<file path="src/rtl/crc_sched_pkg.sv">
// Shared definitions for the CRC check scheduler.
//   NCH/DW/CW/BPC : channel count, word width, CRC width, bits per engine cycle
//   CRC_POLY      : x^4 + x + 1 with the x^4 term implied
//   state_t       : scheduler FSM encoding (IDLE, RUN, DONE)
package crc_sched_pkg;

  localparam int NCH    = 16;
  localparam int DW     = 64;
  localparam int CW     = 4;
  localparam int BPC    = 8;
  localparam int IDX_W  = $clog2(NCH);
  localparam int BEATS  = DW / BPC;
  localparam int BEAT_W = $clog2(BEATS);

  localparam logic [CW-1:0] CRC_POLY = 4'h3;

  typedef enum logic [1:0] {
    IDLE = 2'd0,
    RUN  = 2'd1,
    DONE = 2'd2
  } state_t;

endpackage

</file>
<file path="src/rtl/rr_arbiter.sv">
// Round-robin arbiter: one-hot grant among NCH requests.
//   clock, reset_n : clock and synchronous active-low reset
//   req            : request vector
//   update         : load last_grant with the current winner (handshake)
//   grant          : one-hot grant (combinational, zero when no request)
//   grant_idx      : binary index of the granted request
// The search starts one past the previous winner, so a channel that just
// won drops to lowest priority. The pointer resets to NCH-1 so channel 0
// wins the first tie.
module rr_arbiter
  import crc_sched_pkg::*;
(
  input  logic             clock,
  input  logic             reset_n,
  input  logic [NCH-1:0]   req,
  input  logic             update,
  output logic [NCH-1:0]   grant,
  output logic [IDX_W-1:0] grant_idx
);

  logic [IDX_W-1:0] last_q;
  logic [IDX_W-1:0] idx;
  logic             found;

  always_comb begin
    grant     = '0;
    grant_idx = '0;
    found     = 1'b0;
    idx       = '0;
    for (int i = 0; i < NCH; i++) begin
      idx = IDX_W'((int'(last_q) + 1 + i) % NCH);
      if (!found && req[idx]) begin
        grant[idx] = 1'b1;
        grant_idx  = idx;
        found      = 1'b1;
      end
    end
  end

  always_ff @(posedge clock) begin
    if (!reset_n) begin
      last_q <= IDX_W'(NCH - 1);
    end else if (update) begin
      last_q <= grant_idx;
    end
  end

endmodule

</file>
<file path="src/rtl/crc_check_scheduler.sv">
// Shares one CRC-4 engine (x^4+x+1, MSB first, init 0) among NCH channels.
//   clock, reset_n : clock and synchronous active-low reset
//   req_valid/req_ready : per-channel request, one-hot grant (IDLE only)
//   data_in, crc_in     : channel words and received CRCs, channel i at slice i
//   mod1                : 1 = check received CRC, 0 = generate CRC
//   res_valid/res_ready : result handshake; res_chan/res_crc/res_ok held in DONE
//   busy                : FSM not in IDLE
//   err_count           : saturating count of check-mode mismatches
//   fsm_state           : current FSM state for observation
// Handshake rule: a transfer happens on a rising edge where valid and ready
// are both high; valid never depends on ready, and res_* stay frozen while
// res_valid is high and res_ready is low.
module crc_check_scheduler
  import crc_sched_pkg::*;
(
  input  logic              clock,
  input  logic              reset_n,
  input  logic [NCH-1:0]    req_valid,
  output logic [NCH-1:0]    req_ready,
  input  logic [NCH*DW-1:0] data_in,
  input  logic [NCH*CW-1:0] crc_in,
  input  logic              mod1,
  output logic              res_valid,
  input  logic              res_ready,
  output logic [IDX_W-1:0]  res_chan,
  output logic [CW-1:0]     res_crc,
  output logic              res_ok,
  output logic              busy,
  output logic [15:0]       err_count,
  output state_t            fsm_state
);

  // BPC message bits folded into the CRC, MSB first.
  function automatic logic [CW-1:0] crc_step(input logic [CW-1:0] crc,
                                             input logic [BPC-1:0] bits);
    logic [CW-1:0] c;
    logic          fb;
    c = crc;
    for (int i = BPC - 1; i >= 0; i--) begin
      fb = c[CW-1] ^ bits[i];
      c  = {c[CW-2:0], 1'b0} ^ (fb ? CRC_POLY : '0);
    end
    return c;
  endfunction

  state_t           state_q, state_d;
  logic [NCH-1:0]   grant;
  logic [IDX_W-1:0] grant_idx;
  logic             handshake;

  logic [DW-1:0]     data_q;
  logic [CW-1:0]     crc_q;
  logic [CW-1:0]     crc_rx_q;
  logic              mode_q;
  logic [IDX_W-1:0]  chan_q;
  logic [BEAT_W-1:0] beat_q;
  logic              ok_q;
  logic [15:0]       err_q;

  logic [CW-1:0]     crc_next;
  logic              last_beat;

  rr_arbiter u_arb (
    .clock     (clock),
    .reset_n   (reset_n),
    .req       (req_valid),
    .update    (handshake),
    .grant     (grant),
    .grant_idx (grant_idx)
  );

  // Grants are masked while reset is asserted so no handshake can slip
  // through in the same cycle the FSM is being cleared.
  assign req_ready = (state_q == IDLE && reset_n) ? grant : '0;
  assign handshake = |(req_valid & req_ready);

  // The word is shifted left each beat, so the next BPC bits are always on top.
  assign crc_next  = crc_step(crc_q, data_q[DW-1 -: BPC]);
  assign last_beat = (beat_q == BEAT_W'(BEATS - 1));

  always_ff @(posedge clock) begin
    if (!reset_n) begin
      state_q <= IDLE;
    end else begin
      state_q <= state_d;
    end
  end

  always_comb begin
    state_d = state_q;
    case (state_q)
      IDLE:    if (handshake) state_d = RUN;
      RUN:     if (last_beat) state_d = DONE;
      DONE:    if (res_ready) state_d = IDLE;
      default: state_d = IDLE;
    endcase
  end

  always_ff @(posedge clock) begin
    if (!reset_n) begin
      data_q   <= '0;
      crc_q    <= '0;
      crc_rx_q <= '0;
      mode_q   <= 1'b0;
      chan_q   <= '0;
      beat_q   <= '0;
      ok_q     <= 1'b0;
      err_q    <= '0;
    end else begin
      case (state_q)
        IDLE: begin
          if (handshake) begin
            data_q   <= data_in[int'(grant_idx)*DW +: DW];
            crc_rx_q <= crc_in[int'(grant_idx)*CW +: CW];
            mode_q   <= mod1;
            chan_q   <= grant_idx;
            crc_q    <= '0;
            beat_q   <= '0;
            ok_q     <= 1'b0;
          end
        end
        RUN: begin
          data_q <= data_q << BPC;
          crc_q  <= crc_next;
          beat_q <= beat_q + BEAT_W'(1);
          if (last_beat) begin
            ok_q <= mode_q ? (crc_next == crc_rx_q) : 1'b1;
          end
        end
        DONE: begin
          // Count once, at the result handshake, and stick at all-ones.
          if (res_ready && mode_q && !ok_q && (err_q != 16'hFFFF)) begin
            err_q <= err_q + 16'd1;
          end
        end
        default: ;
      endcase
    end
  end

  assign res_valid = (state_q == DONE);
  assign busy      = (state_q != IDLE);
  assign res_chan  = chan_q;
  assign res_crc   = crc_q;
  assign res_ok    = ok_q;
  assign err_count = err_q;
  assign fsm_state = state_q;

endmodule

</file>
<file path="config.mk">
export PLATFORM = sky130hd
export DESIGN_NAME = crc_check_scheduler
export DESIGN_NICKNAME = d
export VERILOG_FILES = /design/src/rtl/crc_sched_pkg.sv /design/src/rtl/rr_arbiter.sv /design/src/rtl/crc_check_scheduler.sv
export SDC_FILE = /design/constraint.sdc
export NUM_CORES = 1
export LEC_CHECK = 0
export ABC_CLOCK_PERIOD_IN_PS = 6800
export CORE_AREA = 8 8 437 439
export DETAILED_ROUTE_END_ITERATION = 6
export DIE_AREA = 0 0 445 447
export PLACE_DENSITY_LB_ADDON = 0.08
export SETUP_SLACK_MARGIN = 0.02
export SYNTH_ARGS = -nofsm -noshare
export SYNTH_HDL_FRONTEND = slang
export SYNTH_HIERARCHICAL = 1
export SYNTH_SLANG_ARGS = --single-unit
</file>
<file path="constraint.sdc">
create_clock -name clock -period 6.8 [get_ports clock]
set_clock_uncertainty 0.1 [all_clocks]
set_input_delay 0.68 -clock clock [delete_from_list [all_inputs] [get_ports clock]]
set_output_delay 0.68 -clock clock [all_outputs]
set_load 0.01 [all_outputs]
</file>
==> results.sh <==
export IMPL_outcome="finished with violations"
export IMPL_violations="antenna violations"
export IMPL_ys_ff_latch=103
export IMPL_routabilityCongestion=0.896
export IMPL_tightest_slew_ns=1.31
export IMPL_wl_per_cell_um=36.4
export IMPL_path_max_fanout=12
export IMPL_finalHoldWorstSlack_ns=0.375
export IMPL_ir_worst_vdd_mv=1.11
export IMPL_dr_pass1_iters=5
export IMPL_start_kind="register"
export IMPL_crit_start="u_arb/last_q[1]"
export IMPL_cts_path_max_buffers=2
export IMPL_vias=22500
export IMPL_hp_class="register to register"
export IMPL_synth_largest_area_cell="mux4_2"
export IMPL_endpoint_kind="register"
export IMPL_synth_main_ff_cell="dfxtp_1"
export IMPL_ys_seq_area_share_pct=12.5
export IMPL_clkLatencyLatePin_ns=0.41
export IMPL_syn_area_per_cell_um2=9.74
export IMPL_max_freq_ghz=0.152
export IMPL_dp_hpwl_mm=180
export IMPL_io_pins=1153
export IMPL_power_mw=30.1
export IMPL_final_common_cell="clkdlybuf4s50_1"
export IMPL_cts_root_buf="clkbuf_16"
export IMPL_wl_mm=201
export IMPL_worst_path_max_delay_cell="nor4_4"
export IMPL_final_layout_size_suffix_gt1_share_pct=23.6
export IMPL_power_density_nw_per_um2=891
export IMPL_required_ns=6.97
export IMPL_final_cell_mix="1141 x clkdlybuf4s50_1, 296 x buf_4, 291 x mux4_2, 223 x nand2_1, 176 x a22oi_1"
export IMPL_grt_pass1_vias=23900
export IMPL_hold_viol_final=0
export IMPL_synth_async_sr_flop_share_pct=0
export IMPL_path_class="register to register"
export IMPL_synth_edf_count=0
export IMPL_antenna_left=1
export IMPL_fin_crit_ns=6.56
export IMPL_finalCritPeriodShare_pct=96.5
export IMPL_crit_chain="inv_1 -> ha_1 -> buf_4 -> mux4_2 -> mux2_2 -> and2_1 -> or2_1 -> or3_1 -> buf_12 -> nor4_4 -> nand3_1 -> nand2_1 -> o21ai_0 -> o211ai_1 -> buf_4 -> a22o_1 -> a221oi_1 -> and4_1 -> nand2b_4 -> inv_4 -> inv_1 -> a221o_1 -> o221ai_1"
export IMPL_die_area_um2=199000
export IMPL_setup_viol=0
export IMPL_path_clk_slew_ns=0.10
export IMPL_nNetsFinal=4131
export IMPL_synth_top_cell_area_share_pct=39.8
export IMPL_clock_sinks=103
export IMPL_placed_area_um2=33300
export IMPL_synth_area_top_cells="mux4_2 40%, dfxtp_1 13%, a22oi_1 8.1%"
export IMPL_grt_usage_pct=19.2
export IMPL_syn_num_nets=2809
export IMPL_cts_max_level=3
export IMPL_grt_pass1_wl_mm=256
export IMPL_syn_to_final_growth_pct=105
export IMPL_antenna_found_initial=111
export IMPL_maxCapViolations=0
export IMPL_worstPathArrival_ns=6.74
export IMPL_synth_cells=1689
export IMPL_drv_slew=0
export IMPL_port_buffers=1152
export IMPL_grt_overflow=0
export IMPL_die_w_um=445
export IMPL_cpPeakStageDelay_ns=0.64
export IMPL_ys_warn_count=6
export IMPL_drt_initial_drc_count=1537
export IMPL_start_util_pct=8.93
export IMPL_rsz0062_at_grt="no"
export IMPL_hp_start="crc_rx_q[1]"
export IMPL_vias_per_cell=4.07
export IMPL_design_area_um2=33700
export IMPL_leakagePower_nw=11.5
export IMPL_grt_max_degree=40
export IMPL_n_fill_cell=20500
export IMPL_core_area_um2=184000
export IMPL_cts_tree="yes"
export IMPL_cts_made_buffers=9
export IMPL_die_h_um=447
export IMPL_slew_headroom_pct=11.8
export IMPL_r2r_start="u_arb/last_q[1]"
export IMPL_drc=0
export IMPL_fin_util_pct=18.3
export IMPL_syn_area_um2=16500
export IMPL_yosysUniqueCellTypes=82
export IMPL_row_count=158
[worst paths after layout]
kind | slack, ns | to | depth (start not counted)
setup / recovery | 0.24 | u_arb/last_q[1] | 23
hold / removal | 0.37 | crc_rx_q[1] | 2
setup reg to reg | 0.24 | u_arb/last_q[1] | 23
hold reg to reg | 0.37 | crc_rx_q[1] | 2
[registers in the layout (all words and copies together) (netlist names)]
| signal | cells |
|---|---|
| beat_q | 3 |
| crc_rx_q | 4 |
| data_q | 64 |
| err_count | 16 |
| fsm_state | 2 |
| mode_q | 1 |
| res_chan | 4 |
| res_crc | 4 |
| res_ok | 1 |
| u_arb/last_q | 4 |
[synthesized netlist by cell type (11+ instances only)]
| master | count |
|---|---|
| and2_1 | 21 |
| mux2_2 | 16 |
| mux2i_1 | 23 |
| o211ai_1 | 16 |
| a31oi_1 | 12 |
| mux4_2 | 291 |
| buf_4 | 11 |
| dfxtp_1 | 103 |
| a21oi_1 | 121 |
| buf_1 | 15 |
| o21ai_0 | 50 |
| nand3_1 | 41 |
| a221oi_1 | 16 |
| nand4_1 | 16 |
| clkbuf_1 | 84 |
| buf_2 | 48 |
| a211oi_1 | 11 |
| o21a_1 | 11 |
| a221o_1 | 11 |
| nor3_1 | 39 |
| nor4_1 | 15 |
| xor2_1 | 16 |
| buf_6 | 12 |
| a22oi_1 | 178 |
| nand2_1 | 223 |
| and3_1 | 16 |
| ha_1 | 12 |
| nor2_1 | 89 |
| inv_1 | 19 |
| xnor2_1 | 19 |
[cells by family (layout without fill, tap and decap cells)]
logic type / count (synthesis) / count (layout) / synth area share [%]
AND/OR/NAND/NOR: 507 / 507 / 14.5
AO/OA/AOI/OAI: 502 / 502 / 21.0
multiplexers: 330 / 330 / 42.3
buffers and inverters: 189 / 1516 / 5.47
flip-flops: 103 / 103 / 12.5
XOR/XNOR: 46 / 46 / 3.31
adder cells (fa/ha/maj): 12 / 12 / 0.912
other: 0 / 32 / 0
[metrics by stage]
step	worst slack, ns	setup TNS (ns)	instances
final	0.235	0	5528
after global routing	0.0233	0	5500
after CTS	0.182	0	5495
after detailed placement	-0.0131	-0.0131	5479
after global placement	-0.118	-0.251	5479
after floorplan	0.847	0	1689
[layer usage]
metal | wire, um | track usage (%)
met5 | 162 | 0
met3 | 11600 | 3.71
met1 | 82200 | 23.8
met4 | 2520 | 1.78
met2 | 104000 | 35.5
[final cells by class]
class                      instances  area, um^2  share of cell area, %
antenna                           32        80.1                  0.237
clock buffer                      12         267                  0.790
clock inverter                     4        36.3                  0.108
inverter                          19        76.3                  0.226
multi-input combinational       1397       13600                   40.3
sequential                       103        2060                   6.11
tap                             2480        3100                   9.20
timing repair buffer            1481       14500                   43.0
[worst max-delay path: cells and delay by family, from the launching register on]
kind            cells  cell delay (ns)
compound gates      6             1.14
flops               1             0.45
buf+inv             6             0.89
simple gates        8             2.62
fa+ha+maj           1             0.39
mux                 2             0.83
[repair_timing]
item	CTS	global route
pin swaps	0	1
setup buffers	0	1
endpoints found under the setup margin	2	3
hold buffers	0	0
gates resized for setup	1	3
[where the power goes]
| part | switching (mW) | internal, mW | total [mW] |
|---|---|---|---|
| registers | 0.113 | 0.722 | 0.835 |
| logic | 15.7 | 12.9 | 28.6 |
| clock network | 0.320 | 0.285 | 0.606 |
| total | 16.1 | 13.9 | 30.1 |
No activity file was read; power rests on OpenSTA's default activity.
==> RTL edit (same flow settings) <==
Set the package constant `BPC` to 16 (it was 8).
--- a/src/rtl/crc_sched_pkg.sv
+++ b/src/rtl/crc_sched_pkg.sv
@@ -8,5 +8,5 @@
   localparam int DW     = 64;
   localparam int CW     = 4;
-  localparam int BPC    = 8;
+  localparam int BPC    = 16;
   localparam int IDX_W  = $clog2(NCH);
   localparam int BEATS  = DW / BPC;
Function: not settled (the Yosys comparison gave no result); the edit may change what the design does.
==> RTL edit against the unedited design <==
- via count increased by 0.67%
- wire length increased by 2.1%
- highest routed layer unchanged
- area after synthesis increased by 1.7%
- global-route usage increased by 0.37 points
- register-to-register slack improved by 0.16 ns
- cell area increased by 2.5%
- sequential cell count decreased by 1
- largest cell class unchanged
- setup slack improved by 0.059 ns
- synthesized cell count increased by 3.6%
Power is left out: the tool's default activity adds up to more than one toggle a clock period on the data nets, which glitch-free logic cannot reach.
==> RTL edit: results (changes against the unedited design) <==
min-delay src -> data_q[3]
register area share after synthesis -> 12.2% (-0.33 points)
syn nets -> 2,869 (+2.1%)
GP Congestion -> 0.902 (+0.67%)
wl on met1 -> 86,200 um (+4.8%)
synth top area cells -> mux4_2 (39%), dfxtp_1 (12%), a22oi_1 (5.5%)
Crit path largest cell delay -> 0.66 ns (+0.02 ns)
antenna violations before repair -> 137 (+23%)
Max-Slew Margin vs Limit -> 33.2% (+21 points)
post-CTS setup buffers -> 0 (unchanged)
Fillers -> 20,600 (+0.33%)
post-place setup slack -> -0.362 ns (-0.348 ns)
status -> completed
vias in the first global route -> 24,000 (+0.40%)
1st-iter DRT viols -> 1,674 (+8.9%)
final net count -> 4,223 (+2.2%)
share of flip-flops with an asynchronous set or reset -> 0% (unchanged)
crit path DAT -> 5.73 ns (-1.01 ns)
Top Family by Delay on Critical Path -> buffers and inverters
Worst R2R End -> data_q[56]
met2 routed WL -> 105,000 um (+0.39%)
Distinct cells, synth -> 78 (-4.9%)
vias per cell -> 4.04 (-0.75%)
routed wl met3 -> 11,600 um (+0.10%)
share of cells above drive strength 1 -> 23.8% (+0.26 points)
top cells by count, synth -> mux4_2 (290), nand2_1 (219), a21oi_1 (149), a22oi_1 (123), clkbuf_1 (111)
pin count of the biggest net entering global routing -> 54 (+35%)
Post-DP HPWL -> 184,000 um (+2.0%)
first-pass GRT wire length -> 260,000 um (+1.2%)
Top reg by flops -> data_q
Worst path slowest cell -> or4_1
Overall Global Routing Usage -> 19.5% (+0.37 points)
Worst Hold Path EP -> data_q[3]
ANT nets after route -> 0 (-1)
RTL edit: changes by cell type after synthesis, moves of 24 or more:
cell	delta
a21oi_1	+28
clkbuf_1	+27
a22oi_1	-55
mux2i_1	+37
nor2b_1	+24
RTL edit: worst max path at each step:
stage | startpoint | end | slack (ns)
final | u_arb/last_q[0] | req_ready[13] | 0.29
after global routing | u_arb/last_q[1] | u_arb/last_q[1] | 0.03
after CTS | u_arb/last_q[0] | data_q[48] | 0.17
after detailed placement | u_arb/last_q[0] | data_q[48] | -0.36
after global placement | u_arb/last_q[0] | data_q[48] | -0.57
after floorplan | u_arb/last_q[1] | u_arb/last_q[1] | 0.21
RTL edit: cell families (layout without fill, tap and decap cells):
logic type      count (synthesis)  after routing  synth area share (%)
compound gates                493            493                  19.3
xor+xnor                       59             59                  4.14
fa+ha+maj                      11             11                 0.822
buf+inv                       194           1553                  4.81
flops                         102            102                  12.2
mux                           370            370                  44.1
other cells                     0             18                     0
simple gates                  521            521                  14.7
RTL edit: final cells by class:
type	count	share of cell area [%]
antenna	18	0.130
clock buffer	9	0.651
clock inverter	7	0.213
inverter	20	0.231
multi-input combinational	1454	40.5
sequential	102	5.90
tap	2480	8.97
timing repair buffer	1517	43.4
RTL edit: layer usage:
| metal | global-route usage [%] | vias up |
|---|---|---|
| li1 | - | 9839 |
| met2 | 35.7 | 984 |
| met5 | 0 | - |
| met4 | 1.45 | 42 |
| met3 | 3.92 | 196 |
| met1 | 24.7 | 11600 |
RTL edit: worst register-to-register path: stages (launching register included):
cell      delay, ns
dfxtp_1        0.41
inv_1          0.09
ha_1           0.38
buf_4          0.24
mux4_2         0.46
mux2_2         0.35
mux2i_1        0.25
nand4_1        0.47
nor4_1         0.66
buf_4          0.22
nor2_1         0.04
o221a_1        0.27
a31oi_1        0.22
nor2_1         0.10
o21bai_4       0.16
buf_12         0.18
buf_12         0.16
mux4_2         0.54
nor2b_1        0.15
a211oi_1       0.34
buf_4          0.21
a21oi_1        0.05
nand2_1        0.12
a21oi_1        0.07
RTL edit: repair_timing:
| action | CTS | global route |
|---|---|---|
| setup endpoints to repair | 30 | 4 |
| gates resized for setup | 3 | 6 |
| pin swaps | 0 | 1 |
| endpoints found under the hold margin | 0 | 0 |
| cloned | 0 | 0 |
RTL edit: per-stage QoR:
step | area [um2] | util, % | hold slack (ns) | TNS [ns] | cells
finish | 34600 | 18.8 | 0.369 | 0 | 5607
global route | 34600 | 18.8 | 0.394 | 0 | 5592
global placement | 34200 | 18.6 | 0.354 | -9.19 | 5573
floorplan | 16700 | - | 0.337 | 0 | 1750
detailed placement | 34200 | 18.6 | 0.360 | -1.07 | 5573
CTS | 34500 | 18.7 | 0.372 | 0 | 5589
